$ cat src/rtl/datapath_pkg.sv
// datapath_pkg: shared encodings, control bundle and condition evaluation for the multicycle datapath.
package datapath_pkg;
    typedef enum logic [3:0] {ALU_ADD, ALU_SUB, ALU_CMP, ALU_AND, ALU_OR, ALU_XOR, ALU_MOV} alu_op_t;
    typedef enum logic [1:0] {SHIFT_LSH, SHIFT_ASH, SHIFT_ROT, SHIFT_NONE} shift_op_t;
    typedef enum logic [2:0] {BUS_OPND, BUS_MEM, BUS_ALU, BUS_SHIFT, BUS_PC} bus_sel_t;
    typedef enum logic [1:0] {PC_INC, PC_JUMP, PC_BRANCH, PC_HOLD} pc_mode_t;
    typedef enum logic [3:0] {COND_EQ, COND_NE, COND_CS, COND_CC, COND_HI, COND_LS, COND_GT, COND_LE,
                              COND_FS, COND_FC, COND_LO, COND_HS, COND_LT, COND_GE, COND_UC, COND_NV} cond_t;
    typedef enum logic [1:0] {S_IDLE, S_EXEC, S_MEM, S_WB} state_t;
    localparam int FLAG_C = 0;
    localparam int FLAG_L = 1;
    localparam int FLAG_F = 2;
    localparam int FLAG_Z = 3;
    localparam int FLAG_N = 4;
    localparam int NFLAGS = 5;
    typedef struct packed {
        logic [3:0] aluOp;
        logic [1:0] shiftOp;
        logic [2:0] busSel;
        logic       immSel;
        logic       regWrite;
        logic       memRead;
        logic       memWrite;
        logic       flagWe;
        logic [1:0] pcMode;
        logic [3:0] cond;
    } ctl_t;
    // Conditions come in true/inverted pairs; cond[0] inverts, code 7 pair is always/never.
    function automatic logic condTrue(input logic [3:0] cond, input logic [NFLAGS-1:0] f);
        logic [7:0] p;
        p = {1'b1, !f[FLAG_N] && !f[FLAG_Z], !f[FLAG_L] && !f[FLAG_Z], f[FLAG_F],
             f[FLAG_N], f[FLAG_L], f[FLAG_C], f[FLAG_Z]};
        return p[cond[3:1]] ^ cond[0];
    endfunction
endpackage

$ cat src/rtl/multicycle_datapath_if.sv
// multicycle_datapath_if: decoder control bundle plus unified-memory request/ready handshake.
interface multicycle_datapath_if #(parameter int WIDTH = 16, parameter int REGBITS = 4);
    logic               ctl_valid, ctl_ready;
    logic [3:0]         ctl_alu_op;
    logic [1:0]         ctl_shift_op;
    logic [2:0]         ctl_bus_sel;
    logic               ctl_imm_sel, ctl_reg_write, ctl_mem_read, ctl_mem_write, ctl_flag_we;
    logic [1:0]         ctl_pc_mode;
    logic [3:0]         ctl_cond;
    logic [WIDTH-1:0]   ctl_imm;
    logic [REGBITS-1:0] ctl_ra, ctl_rb;
    logic               mem_req, mem_we, mem_ready;
    logic [WIDTH-1:0]   mem_addr, mem_wdata, mem_rdata;
    modport master (
        input  ctl_valid, ctl_alu_op, ctl_shift_op, ctl_bus_sel, ctl_imm_sel, ctl_reg_write,
               ctl_mem_read, ctl_mem_write, ctl_flag_we, ctl_pc_mode, ctl_cond, ctl_imm, ctl_ra, ctl_rb,
               mem_rdata, mem_ready,
        output ctl_ready, mem_req, mem_we, mem_addr, mem_wdata
    );
    modport slave (
        output ctl_valid, ctl_alu_op, ctl_shift_op, ctl_bus_sel, ctl_imm_sel, ctl_reg_write,
               ctl_mem_read, ctl_mem_write, ctl_flag_we, ctl_pc_mode, ctl_cond, ctl_imm, ctl_ra, ctl_rb,
               mem_rdata, mem_ready,
        input  ctl_ready, mem_req, mem_we, mem_addr, mem_wdata
    );
endinterface

$ cat src/rtl/dp_alu_shift.sv
// dp_alu_shift: combinational ALU, signed-amount shifter and CR16-style flag generation.
module dp_alu_shift
    import datapath_pkg::*;
#(parameter int WIDTH = 16)
(
    input  logic [WIDTH-1:0]  a,
    input  logic [WIDTH-1:0]  b,
    input  logic [3:0]        aluOp,
    input  logic [1:0]        shiftOp,
    output logic [WIDTH-1:0]  aluRes,
    output logic [WIDTH-1:0]  shiftRes,
    output logic [NFLAGS-1:0] flags,
    output logic              flagsValid
);
    localparam int SB = $clog2(WIDTH) + 1;
    localparam int M = WIDTH - 1;
    localparam logic [SB-1:0] WB = SB'(WIDTH);
    logic [WIDTH:0] sum, diff;
    logic [SB-1:0] amt, mag;
    logic [WIDTH-1:0] sra;
    logic subLike;
    assign sum = {1'b0, a} + {1'b0, b};
    assign diff = {1'b0, a} - {1'b0, b};
    assign subLike = aluOp == ALU_SUB || aluOp == ALU_CMP;
    assign amt = b[SB-1:0];
    assign mag = amt[SB-1] ? -amt : amt;
    assign sra = $signed(a) >>> mag;
    // a is the destination operand, so CMP's L/N mean "dest below source" (unsigned/signed).
    always_comb begin
        aluRes = '0;
        flags = '0;
        flagsValid = 1'b1;
        case (aluOp)
            ALU_ADD: begin
                aluRes = sum[M:0];
                flags[FLAG_C] = sum[WIDTH];
                flags[FLAG_F] = a[M] == b[M] && sum[M] != a[M];
            end
            ALU_SUB, ALU_CMP: begin
                aluRes = diff[M:0];
                flags[FLAG_C] = diff[WIDTH];
                flags[FLAG_L] = diff[WIDTH];
                flags[FLAG_F] = a[M] != b[M] && diff[M] != a[M];
            end
            ALU_AND: aluRes = a & b;
            ALU_OR:  aluRes = a | b;
            ALU_XOR: aluRes = a ^ b;
            ALU_MOV: aluRes = b;
            default: flagsValid = 1'b0;
        endcase
        flags[FLAG_Z] = aluRes == '0;
        flags[FLAG_N] = subLike ? $signed(a) < $signed(b) : aluRes[M];
    end
    always_comb
        shiftRes = shiftOp == SHIFT_NONE ? a :
                   shiftOp == SHIFT_ROT ? (amt[SB-1] ? (a >> mag) | (a << (WB - mag)) : (a << mag) | (a >> (WB - mag))) :
                   !amt[SB-1] ? a << mag :
                   shiftOp == SHIFT_ASH ? sra : a >> mag;
endmodule

$ cat src/rtl/multicycle_datapath.sv
// multicycle_datapath: one-in-flight IDLE/EXEC/MEM/WB datapath with wait-stated memory handshake.
// DATAPATH_PERF_CNT_EN adds retired_cnt/stall_cnt performance counters.
module multicycle_datapath
    import datapath_pkg::*;
#(parameter int WIDTH = 16, parameter int REGBITS = 4)
(
    input  logic                 clk,
    input  logic                 reset,
    multicycle_datapath_if.master bus,
    output logic [WIDTH-1:0]     pc,
    output logic [WIDTH-1:0]     bus_out
`ifdef DATAPATH_PERF_CNT_EN
    ,
    output logic [31:0]          retired_cnt,
    output logic [31:0]          stall_cnt
`endif
);
    state_t state, nextState;
    ctl_t ctl;
    logic [WIDTH-1:0] imm, raVal, rbVal, opnd, aluRes, shiftRes, aluQ, shiftQ, memQ, busVal, pcNext, nextSeq;
    logic [REGBITS-1:0] rb;
    logic [NFLAGS-1:0] flags, aluFlags;
    logic flagsValid;
    logic [WIDTH-1:0] regs [2**REGBITS];
    assign opnd = ctl.immSel ? imm : raVal;
    assign nextSeq = pc + WIDTH'(1);
    dp_alu_shift #(.WIDTH(WIDTH)) alu (
        .a(rbVal), .b(opnd), .aluOp(ctl.aluOp), .shiftOp(ctl.shiftOp),
        .aluRes(aluRes), .shiftRes(shiftRes), .flags(aluFlags), .flagsValid(flagsValid)
    );
    always_ff @(posedge clk)
        state <= reset ? S_IDLE : nextState;
    always_comb
        nextState = state == S_IDLE ? (bus.ctl_valid ? S_EXEC : S_IDLE) :
                    state == S_EXEC ? (ctl.memRead || ctl.memWrite ? S_MEM : S_WB) :
                    state == S_MEM ? (bus.mem_ready ? S_WB : S_MEM) : S_IDLE;
    always_comb begin
        bus.ctl_ready = state == S_IDLE;
        bus.mem_req = state == S_MEM;
        bus.mem_we = state == S_MEM && ctl.memWrite;
        bus.mem_addr = raVal;
        bus.mem_wdata = rbVal;
    end
    // BUS_PC publishes the return address so a jump-and-link can use it.
    always_comb begin
        busVal = ctl.busSel == BUS_MEM ? memQ : ctl.busSel == BUS_ALU ? aluQ :
                 ctl.busSel == BUS_SHIFT ? shiftQ : ctl.busSel == BUS_PC ? nextSeq : opnd;
        pcNext = ctl.pcMode == PC_HOLD ? pc :
                 ctl.pcMode == PC_INC || !condTrue(ctl.cond, flags) ? nextSeq :
                 ctl.pcMode == PC_JUMP ? opnd : pc + imm;
    end
    // Operands are captured at accept, so a same-op write to rb never disturbs its own read.
    always_ff @(posedge clk) begin
        if (reset) begin
            pc <= '0;
            flags <= '0;
            bus_out <= '0;
            for (int i = 0; i < 2**REGBITS; i++) regs[i] <= '0;
        end else begin
            if (state == S_IDLE && bus.ctl_valid) begin
                ctl <= '{aluOp: bus.ctl_alu_op, shiftOp: bus.ctl_shift_op, busSel: bus.ctl_bus_sel,
                         immSel: bus.ctl_imm_sel, regWrite: bus.ctl_reg_write, memRead: bus.ctl_mem_read,
                         memWrite: bus.ctl_mem_write, flagWe: bus.ctl_flag_we, pcMode: bus.ctl_pc_mode,
                         cond: bus.ctl_cond};
                imm <= bus.ctl_imm;
                rb <= bus.ctl_rb;
                raVal <= regs[bus.ctl_ra];
                rbVal <= regs[bus.ctl_rb];
            end
            if (state == S_EXEC) begin
                aluQ <= aluRes;
                shiftQ <= shiftRes;
                if (ctl.flagWe && flagsValid) flags <= aluFlags;
            end
            if (state == S_MEM && bus.mem_ready && !ctl.memWrite) memQ <= bus.mem_rdata;
            if (state == S_WB) begin
                if (ctl.regWrite) begin
                    regs[rb] <= busVal;
                    bus_out <= busVal;
                end
                pc <= pcNext;
            end
        end
    end
`ifdef DATAPATH_PERF_CNT_EN
    always_ff @(posedge clk) begin
        retired_cnt <= reset ? '0 : retired_cnt + 32'(state == S_WB);
        stall_cnt <= reset ? '0 : stall_cnt + 32'(state == S_MEM && !bus.mem_ready);
    end
`endif
endmodule
$ cat src/flat_wrapper.sv
// flat-port wrapper written by rule: the top's interface ports become plain ports
module multicycle_datapath_flat import datapath_pkg::*;
#(parameter int WIDTH = 16, parameter int REGBITS = 4)
  (clk, reset, pc, bus_out, bus_ctl_valid, bus_ctl_alu_op, bus_ctl_shift_op, bus_ctl_bus_sel, bus_ctl_imm_sel, bus_ctl_reg_write, bus_ctl_mem_read, bus_ctl_mem_write, bus_ctl_flag_we, bus_ctl_pc_mode, bus_ctl_cond, bus_ctl_imm, bus_ctl_ra, bus_ctl_rb, bus_mem_rdata, bus_mem_ready, bus_ctl_ready, bus_mem_req, bus_mem_we, bus_mem_addr, bus_mem_wdata);
  multicycle_datapath_if #(.WIDTH(WIDTH), .REGBITS(REGBITS)) bus_i ();
  input  logic clk;
  input  logic reset;
  output logic [WIDTH-1:0] pc;
  output logic [WIDTH-1:0] bus_out;
  input wire logic [$bits(bus_i.ctl_valid)-1:0] bus_ctl_valid;
  input wire logic [$bits(bus_i.ctl_alu_op)-1:0] bus_ctl_alu_op;
  input wire logic [$bits(bus_i.ctl_shift_op)-1:0] bus_ctl_shift_op;
  input wire logic [$bits(bus_i.ctl_bus_sel)-1:0] bus_ctl_bus_sel;
  input wire logic [$bits(bus_i.ctl_imm_sel)-1:0] bus_ctl_imm_sel;
  input wire logic [$bits(bus_i.ctl_reg_write)-1:0] bus_ctl_reg_write;
  input wire logic [$bits(bus_i.ctl_mem_read)-1:0] bus_ctl_mem_read;
  input wire logic [$bits(bus_i.ctl_mem_write)-1:0] bus_ctl_mem_write;
  input wire logic [$bits(bus_i.ctl_flag_we)-1:0] bus_ctl_flag_we;
  input wire logic [$bits(bus_i.ctl_pc_mode)-1:0] bus_ctl_pc_mode;
  input wire logic [$bits(bus_i.ctl_cond)-1:0] bus_ctl_cond;
  input wire logic [$bits(bus_i.ctl_imm)-1:0] bus_ctl_imm;
  input wire logic [$bits(bus_i.ctl_ra)-1:0] bus_ctl_ra;
  input wire logic [$bits(bus_i.ctl_rb)-1:0] bus_ctl_rb;
  input wire logic [$bits(bus_i.mem_rdata)-1:0] bus_mem_rdata;
  input wire logic [$bits(bus_i.mem_ready)-1:0] bus_mem_ready;
  output wire logic [$bits(bus_i.ctl_ready)-1:0] bus_ctl_ready;
  output wire logic [$bits(bus_i.mem_req)-1:0] bus_mem_req;
  output wire logic [$bits(bus_i.mem_we)-1:0] bus_mem_we;
  output wire logic [$bits(bus_i.mem_addr)-1:0] bus_mem_addr;
  output wire logic [$bits(bus_i.mem_wdata)-1:0] bus_mem_wdata;
  assign bus_i.ctl_valid = bus_ctl_valid;
  assign bus_i.ctl_alu_op = bus_ctl_alu_op;
  assign bus_i.ctl_shift_op = bus_ctl_shift_op;
  assign bus_i.ctl_bus_sel = bus_ctl_bus_sel;
  assign bus_i.ctl_imm_sel = bus_ctl_imm_sel;
  assign bus_i.ctl_reg_write = bus_ctl_reg_write;
  assign bus_i.ctl_mem_read = bus_ctl_mem_read;
  assign bus_i.ctl_mem_write = bus_ctl_mem_write;
  assign bus_i.ctl_flag_we = bus_ctl_flag_we;
  assign bus_i.ctl_pc_mode = bus_ctl_pc_mode;
  assign bus_i.ctl_cond = bus_ctl_cond;
  assign bus_i.ctl_imm = bus_ctl_imm;
  assign bus_i.ctl_ra = bus_ctl_ra;
  assign bus_i.ctl_rb = bus_ctl_rb;
  assign bus_i.mem_rdata = bus_mem_rdata;
  assign bus_i.mem_ready = bus_mem_ready;
  assign bus_ctl_ready = bus_i.ctl_ready;
  assign bus_mem_req = bus_i.mem_req;
  assign bus_mem_we = bus_i.mem_we;
  assign bus_mem_addr = bus_i.mem_addr;
  assign bus_mem_wdata = bus_i.mem_wdata;
  multicycle_datapath #(.WIDTH(WIDTH), .REGBITS(REGBITS)) u_core (.clk(clk), .reset(reset), .bus(bus_i), .pc(pc), .bus_out(bus_out));
endmodule
$ cat config.mk
export PLATFORM = sky130hd
export DESIGN_NAME = multicycle_datapath_flat
export DESIGN_NICKNAME = d
export VERILOG_FILES = /design/src/rtl/datapath_pkg.sv /design/src/rtl/multicycle_datapath_if.sv /design/src/rtl/dp_alu_shift.sv /design/src/rtl/multicycle_datapath.sv /design/src/flat_wrapper.sv
export SDC_FILE = /design/constraint.sdc
export NUM_CORES = 1
export LEC_CHECK = 0
export BUFFER_PORTS_ARGS = -buffer_cell sky130_fd_sc_hd__buf_2
export CELL_PAD_IN_SITES_DETAIL_PLACEMENT = 1
export CELL_PAD_IN_SITES_GLOBAL_PLACEMENT = 2
export CORE_ASPECT_RATIO = 1.75
export CORE_UTILIZATION = 45
export DETAILED_ROUTE_END_ITERATION = 10
export PLACE_DENSITY_LB_ADDON = 0.1
export SETUP_SLACK_MARGIN = 0.2
export SYNTH_ARGS = -nofsm -noshare
export SYNTH_HDL_FRONTEND = slang
export SYNTH_HIERARCHICAL = 1
export SYNTH_SLANG_ARGS = --single-unit
$ cat constraint.sdc
create_clock -name clk -period 6.63 [get_ports clk]
set_input_delay 0.3315 -clock clk [delete_from_list [all_inputs] [get_ports clk]]
set_output_delay 0.3315 -clock clk [all_outputs]
set_load 0.02 [all_outputs]
==> impl_metrics.json <==
{
  "clock_latency_ps": 590,
  "synth_cells": 2356,
  "synth.yosys.seq_area_share_pct": 45.9,
  "drt_first_pass_iters": 5,
  "synthTopCellsByCount": "nor2_1 (410), edfxtp_1 (376), mux4_2 (168), nand2_1 (168), a21oi_1 (128)",
  "muxShareOfSynthArea_pct": 16.4,
  "io_buffers": 130,
  "fmax_mhz": 195,
  "critPathKind": "flip-flop to flip-flop",
  "cts_setup_buffers": 0,
  "vias": 21225,
  "clock-sinks": 415,
  "synth_top_area_share_pct": 43.0,
  "r2r-start": "u_core/ctl[10]",
  "fin_cells": 3251,
  "fin_ws_ps": 1500,
  "synth_top_family_by_area": "multiplexers",
  "grt-ovfl-total": 0,
  "yosysWarnings": 6,
  "placed_cells": 3125,
  "cap_violations": 0,
  "synth_edf_count": 376,
  "synthArstFlopShare_pct": 0,
  "cp-end-kind": "flip-flop",
  "start_util_pct": 45.7,
  "clockPowerShare_pct": 33.9,
  "grt_pass1_vias": 22710,
  "p_sw_share_pct": 31.1,
  "pre_cts_ws_ps": 1640,
  "rsz0062_at_grt": "false",
  "root_buffer": "clkbuf_16",
  "dpl.hpwl_mm": 81.9,
  "finalNetCount": 2595,
  "wl_per_cell_um": 33.8,
  "htree_levels": 2,
  "ir_worst_vdd_v": 0.000224,
  "start_kind": "flip-flop",
  "rr_endpoint": "u_core/shiftQ[8]",
  "ios": 131,
  "ys_seq_elements": 415,
  "die_y_um": 322,
  "power.density_nw_per_um2": 235,
  "grt_pass1_wl_mm": 158,
  "internal_power_mw": 4.73,
  "cts_tree": "built",
  "crit_fanout": 28,
  "grt_usage_pct": 37.8,
  "wirelength_mm": 110,
  "synth_ff_type": "edfxtp_1",
  "synthXorXnorAreaFrac_pct": 1.76,
  "reg2reg_slack_ps": 1500,
  "first_iter_violations": 1770,
  "holdCritPathClass": "primary input to flip-flop",
  "synth_most_common_cell": "nor2_1",
  "synth_fp_nets": 2498,
  "cts_buffers": 41,
  "dieArea_um2": 59400,
  "gp_congestion": 0.966,
  "synth_compound_area_share_pct": 13.5,
  "setup_viol": 0,
  "synth_fa_ha_area_share_pct": 3.84,
  "pwr-share-seq_pct": 44.4,
  "grt_max_degree": 65,
  "holdPathEnd": "u_core/rb[1]",
  "status": "completed",
  "min_from": "bus_ctl_rb[1]",
  "cts.clk_slew.worst_paths_ps": 70,
  "core-area_um2": 57500,
  "syn_area_per_cell_um2": 11.2,
  "synth.largest_area_cell": "edfxtp_1",
  "combPwrFrac_pct": 21.7,
  "drive_gt1_share_pct": 19.1,
  "yosys.area_share.simple_pct": 14.2,
  "die_x_um": 185,
  "crit_start": "u_core/ctl[10]",
  "ys_top_cells_by_area": "edfxtp_1 (43%), mux4_2 (14%), nor2_1 (5.9%)",
  "max_slew_margin_pct": 13.1,
  "whs_path_depth": 1,
  "drc": 0,
  "reg2reg_depth": 18,
  "fin_crit_sh_pct": 77.4,
  "tightestPinTransition_ps": 1270,
  "worst_clock_skew_ps": 27.9,
  "clockBufferDepth": 3,
  "synth_cell_types": 111,
  "hold_viol": 0,
  "drv_slew": 0,
  "crit_arrival_ps": 5530,
  "fin_setup_tns_ps": 0,
  "p_leak_nw": 10.7,
  "area_growth_pct": 11.3,
  "grt_antenna_before_repair": 7,
  "antenna_left": 0,
  "num_rows": 116,
  "netlist_area_um2": 26300,
  "p_switching_mw": 2.13,
  "via_per_inst": 6.53,
  "required_ps": 7030,
  "min_period_ps": 5130
}
logic make-up (layout without fill, tap and decap cells):
family	after synthesis	in the layout
buffers and inverters	249	376
adder cells (fa/ha/maj)	79	79
flip-flops	415	415
AND/OR/NAND/NOR	816	816
XOR/XNOR	45	45
multiplexers	219	219
other	0	1
AO/OA/AOI/OAI	533	533
how the worst max path moves through the flow:
stage,end,cells past startpoint
finish,u_core/shiftQ[8],18
global route,u_core/shiftQ[8],18
global placement,u_core/shiftQ[4],15
floorplan,u_core/bus.mem_addr[0],4
CTS,u_core/shiftQ[8],18
detailed placement,u_core/shiftQ[4],16
flip-flops by register name (all words and copies together) (netlist names), 5 cells and up:
name and flops:
u_core/aluQ 16, u_core/bus.mem_addr 16, u_core/bus.mem_wdata 16, u_core/bus_out 16, u_core/ctl 20, u_core/flags 5
u_core/imm 16, u_core/memQ 16, u_core/pc 16, u_core/regs 256, u_core/shiftQ 16
metal layers:
layer	track usage, %	routed length [µm]	part of all wire, %	vias up
met5	0	57	0.052	-
met4	29.7	10100	9.2	8
met3	6.97	5930	5.4	356
met2	69.6	58600	53	825
met1	36.3	35000	32	10919
li1	-	-	-	9117
power groups by stage:
| stage | sequential (mW) | combinational (mW) | clock [mW] |
|---|---|---|---|
| floorplan | 3.06 | 0.943 | 0 |
| global placement | 3.08 | 1.41 | 0 |
| detailed placement | 3.09 | 1.43 | 0 |
| CTS | 3.04 | 1.46 | 2.37 |
| global route | 3.05 | 1.57 | 2.43 |
| finish | 3.05 | 1.49 | 2.32 |
cell usage in the layout, fill, tap and decap left out, types with 12 or more instances in the layout:
master / instances
buf_4: 52
o22ai_1: 17
nand2_1: 168
o21ai_0: 114
nor2_1: 409
a31oi_1: 22
and2_1: 13
dfxtp_1: 39
dlygate4sd3_1: 52
a311oi_1: 12
nand3_1: 39
clkinv_1: 13
o31ai_1: 12
clkbuf_16: 42
nand2b_1: 41
a211oi_1: 44
and3_1: 13
a221oi_1: 14
buf_2: 128
xnor2_1: 25
edfxtp_1: 376
inv_1: 66
xor2_1: 14
a21oi_1: 128
mux4_2: 168
mux2i_1: 38
nor3_1: 37
o221ai_1: 12
nor2b_1: 22
o211ai_1: 37
ha_1: 75
o21ai_1: 12
through the flow:
step	utilization (%)	instance area (µm²)	power, mW	hold slack, ps
global placement	47.7	27400	4.49	465
global route	50.9	29300	7.05	191
finish	50.9	29300	6.86	190
detailed placement	47.7	27400	4.52	491
floorplan	-	26300	4.00	430
CTS	50.9	29300	6.86	172
worst max-delay path, stage by stage, from the launching register on:
cell and delay (ps):
edfxtp_1 390, buf_4 310, mux2i_1 280, inv_1 190, inv_1 280, ha_1 310
nand2_1 80, o21ai_2 70, inv_2 440, ha_1 370, xnor3_1 610, buf_4 370
nor2_1 80, a31oi_1 210, nand2_1 90, a21o_1 200, a21oi_1 320, a211oi_1 100
o22ai_1 190
final cells by class:
| type | count | area, µm² |
|---|---|---|
| tap | 767 | 960 |
| antenna | 1 | 2.50 |
| clock inverter | 25 | 198 |
| timing repair buffer | 232 | 1550 |
| sequential | 415 | 12100 |
| clock buffer | 48 | 1090 |
| fill | 6175 | 28200 |
| multi-input combinational | 1692 | 13100 |
| inverter | 71 | 267 |
timing repair:
| item | 4_1_cts | 5_1_grt |
|---|---|---|
| hold buffers | 52 | 0 |
| hold endpoints to repair | 52 | 0 |
| resized for setup | 0 | 0 |
Power figures use the tool's default switching activity.
